<file path="src/rtl/all_gates.sv">
// all_gates: two-input gate reference with registered snapshot, change pulse and saturating change counter
module all_gates #(
  parameter int CNT_W = 8
) (
  input  logic             clk,
  input  logic             rst_n,
  input  logic             a,
  input  logic             b,
  output logic             and_out,
  output logic             nand_out,
  output logic             or_out,
  output logic             nor_out,
  output logic             xor_out,
  output logic             xnor_out,
  output logic             not_out,
  output logic [6:0]       gates_q,
  output logic             in_changed,
  output logic [CNT_W-1:0] change_cnt
);
  logic             a_q, b_q, in_changed_q, in_changed_d;
  logic [6:0]       gates_d;
  logic [CNT_W-1:0] change_cnt_q, change_cnt_d;
  assign and_out  = a & b;
  assign nand_out = ~and_out;
  assign or_out   = a | b;
  assign nor_out  = ~or_out;
  assign xor_out  = a ^ b;
  assign xnor_out = ~xor_out;
  assign not_out  = ~a;
  always_comb begin
    gates_d      = {not_out, xnor_out, xor_out, nor_out, or_out, nand_out, and_out};
    in_changed_d = (a != a_q) || (b != b_q);
    change_cnt_d = (in_changed_d && change_cnt_q != {CNT_W{1'b1}}) ? change_cnt_q + 1'b1 : change_cnt_q;
  end
  always_ff @(posedge clk or negedge rst_n) begin
    if (!rst_n) begin
      a_q          <= 1'b0;
      b_q          <= 1'b0;
      gates_q      <= 7'd0;
      in_changed_q <= 1'b0;
      change_cnt_q <= '0;
    end else begin
      a_q          <= a;
      b_q          <= b;
      gates_q      <= gates_d;
      in_changed_q <= in_changed_d;
      change_cnt_q <= change_cnt_d;
    end
  end
  assign in_changed = in_changed_q;
  assign change_cnt = change_cnt_q;
endmodule

</file>
<file path="config.mk">
export PLATFORM = sky130hd
export DESIGN_NAME = all_gates
export DESIGN_NICKNAME = d
export VERILOG_FILES = /design/src/rtl/all_gates.sv
export SDC_FILE = /design/constraint.sdc
export NUM_CORES = 1
export LEC_CHECK = 0
export BUFFER_PORTS_ARGS = -buffer_cell sky130_fd_sc_hd__buf_2
export CAP_MARGIN = 0
export CORE_MARGIN = 2
export CORE_UTILIZATION = 46
export CTS_CLUSTER_SIZE = 10
export DETAILED_ROUTE_END_ITERATION = 7
export PLACE_DENSITY_LB_ADDON = 0.25
export SYNTH_ARGS = -nofsm -noshare
export SYNTH_HDL_FRONTEND = slang
export SYNTH_SLANG_ARGS = --single-unit
</file>
<file path="constraint.sdc">
create_clock -name clk -period 2.55 [get_ports clk]
set_input_delay 0.255 -clock clk [delete_from_list [all_inputs] [get_ports clk]]
set_output_delay 0.255 -clock clk [all_outputs]
set_load 0.005 [all_outputs]
</file>
==> metrics.yaml <==
run_status:
  outcome: "completed"
finish:
  most-common-layout-cells: "buf_2, dfrtp_1, inv_1"
  num_antenna_cells: 0
  nNetsFinal: 95
  multi_input_area_um2: 244
  synthToLayoutAreaGrowth_pct: 27.4
  final-seq-area_um2: 450
  instances_no_fill: 103
  postLayoutCoreUtil_pct: 61.3
  nFillCells: 120
  drive_gt1_share_pct: 42.5
  mostFrequentLayoutCell: "buf_2"
cts:
  clock-sinks: 18
  cts_tree: "done"
  clk_latency_ns: 0.28
  h-tree-depth: 1
  post_cts_buffers: 0
  root_buffer: "clkbuf_4"
  cts.clk_slew.worst_paths_ns: 0.10
  numCtsBuffers: 3
  clockBufferDepth: 2
setup_path:
  endpoint_kind: "flip-flop"
  crit_start: "change_cnt[0]$_DFFE_PN0P_"
  arrival_ns: 1.65
  crit_fanout: 4
  ff2ff_path_depth: 4
  reg2reg_slack_ns: 1.09
  start_kind: "flip-flop"
  critical_path_class: "reg2reg"
  worstPathRequired_ns: 2.73
  timing.rr.start: "change_cnt[0]$_DFFE_PN0P_"
  r2r-end: "change_cnt[6]$_DFFE_PN0P_"
  worstSetupEndpoint: "change_cnt[6]$_DFFE_PN0P_"
yosys:
  ys_types: 21
  synth.yosys.seq_area_share_pct: 62.8
  syn_inst: 56
  synth.top_cell.area_share_pct: 62.8
  synth_area_leaders: "dfrtp_1, ha_1, xnor2_1, inv_1, mux2_2"
  synth_nets: 63
  syn-cell-area_um2: 717
  synth_top_area_cell: "dfrtp_1"
  ys_ff_latch: 18
  syn_avg_cell_area_um2: 12.8
  synth-warning-count: 0
place:
  dp_hpwl_um: 886
  gp_congestion: 0.707
  io_buffers: 26
  dp.cells: 98
  pre_cts_ws_ns: 1.09
floorplanning:
  fp.dieW_um: 43.5
  start_util_pct: 48.2
  die_h_um: 43.5
  dieArea_um2: 1890
  num_rows: 14
  coreArea_um2: 1490
  boundaryPins: 27
pwr:
  p_per_area_nw_per_um2: 966
  leakagePower_nw: 0.466
  p_sw_uw: 281
  cell_internal_pwr_uw: 601
  p_comb_share_pct: 31.5
  vdd_ir_drop_max_mv: 0.462
  pwr-share-seq_pct: 49.3
  p_sw_share_pct: 31.9
  clkPwrFrac_pct: 19.2
timing:
  drv_slew: 0
  skew_ns: 0.00373
  fin_crit_ns: 1.46
  rsz0062_at_grt: "no"
  slew_headroom_pct: 74.1
  period_share_pct: 57.4
  clock.fmax_ghz: 0.683
  worst_slack_ns: 1.09
  final-setup-viol-count: 0
  worst_slew_pin_slew_ns: 0.388
  finalHoldViolations: 0
  totalNegativeSetupSlack_ns: 0
global_route:
  grt_usage_pct: 14.4
  grt_pass1_vias: 459
  grt_max_degree: 19
  globalRouteOverflowTotal: 0
  antenna_found_initial: 0
  grt_pass1_wl_um: 2030
route:
  via_per_inst: 4.75
  first_pass_iters: 4
  detail_route.wl_per_cell_um: 11.3
  vias: 489
  initialDrtViolationCount: 7
  antenna_left: 0
  drc_errors: 0
  drt_wl_total_um: 1170
flow_run:
  cap_viol_max_count: 0
min_path:
  hold_path_class: "in2reg"
## power groups by stage
stage                     clock network, mW  registers [mW]  logic, mW
after CTS                             0.178           0.434      0.283
after global routing                  0.189           0.451      0.313
after global placement                    0           0.436      0.280
after detailed placement                  0           0.439      0.279
after floorplan                           0           0.438      0.163
final                                 0.170           0.435      0.278
## stage by stage
stage	hold slack [ns]	cell area, µm²	total power [mW]
detailed placement	0.199	867	0.719
global placement	0.197	867	0.716
global route	0.116	913	0.954
finish	0.128	913	0.882
CTS	0.119	913	0.895
floorplan	-0.0406	717	0.601
## registers in the layout, summed over array words and instances, names as in the netlist
name	cells
change_cnt	8
b_q	1
gates_q	7
a_q	1
in_changed	1
## layout make-up
type | instances | area share (%)
repair buffers | 27 | 15.3
inverters | 6 | 2.47
flip-flops and latches | 18 | 49.3
well taps | 16 | 2.19
clock buffers | 4 | 3.97
multi-input cells | 32 | 26.7
## worst min path at each step
| stage | cells after the start | slack [ns] | start | to |
|---|---|---|---|---|
| global placement | 1 | 0.20 | rst_n | gates_q[2]$_DFF_PN0_ |
| floorplan | 0 | -0.04 | rst_n | a_q$_DFF_PN0_ |
| detailed placement | 1 | 0.20 | rst_n | gates_q[2]$_DFF_PN0_ |
| finish | 1 | 0.13 | a | a_q$_DFF_PN0_ |
| global route | 1 | 0.12 | b | b_q$_DFF_PN0_ |
| CTS | 1 | 0.12 | a | a_q$_DFF_PN0_ |
## synthesized netlist by cell type
library cell and n:
and4_2 1, inv_1 6, ha_1 3, nand2b_1 2, nand4_1 1, a21oi_1 2, mux2_4 1, and3_1 1
mux2_2 2, nand2_1 5, a211oi_1 1, xnor2_1 3, nand3_1 1, a21bo_2 1, a21oi_2 1, o21a_2 1
nor2_1 2, nor3_1 1, and4_1 1, dfrtp_1 18, xor2_1 2
## critical path: stages, from the launching register on
cell,delay (ns)
dfrtp_1,0.42
ha_1,0.21
a21bo_2,0.26
nor2_1,0.13
mux2_2,0.34
## cell families (layout without fill, tap and decap cells)
group / Yosys count / count (layout) / synth area share (%)
muxes: 3 / 3 / 5.23
AOI/OAI and AO/OA: 6 / 6 / 6.28
and+or+nand+nor: 15 / 15 / 11.2
buffers and inverters: 6 / 37 / 3.14
xor gates and xnor gates: 5 / 5 / 6.11
DFF: 18 / 18 / 62.8
adders and majority gates: 3 / 3 / 5.24
## per-layer routing
layer | up-vias | track usage [%] | share of wire [%]
met2 | 13 | 20.6 | 48
met5 | - | 0 | 0
met4 | 0 | 7.27 | 0
met3 | 0 | 2.50 | 5.7
li1 | 249 | - | -
met1 | 227 | 21.0 | 46
## timing repair
| action | CTS | global route |
|---|---|---|
| hold buffers | 1 | 0 |
| endpoints found under the hold margin | 18 | 0 |
| resized for setup | 0 | 0 |
No activity file was read; power rests on OpenSTA's default activity.
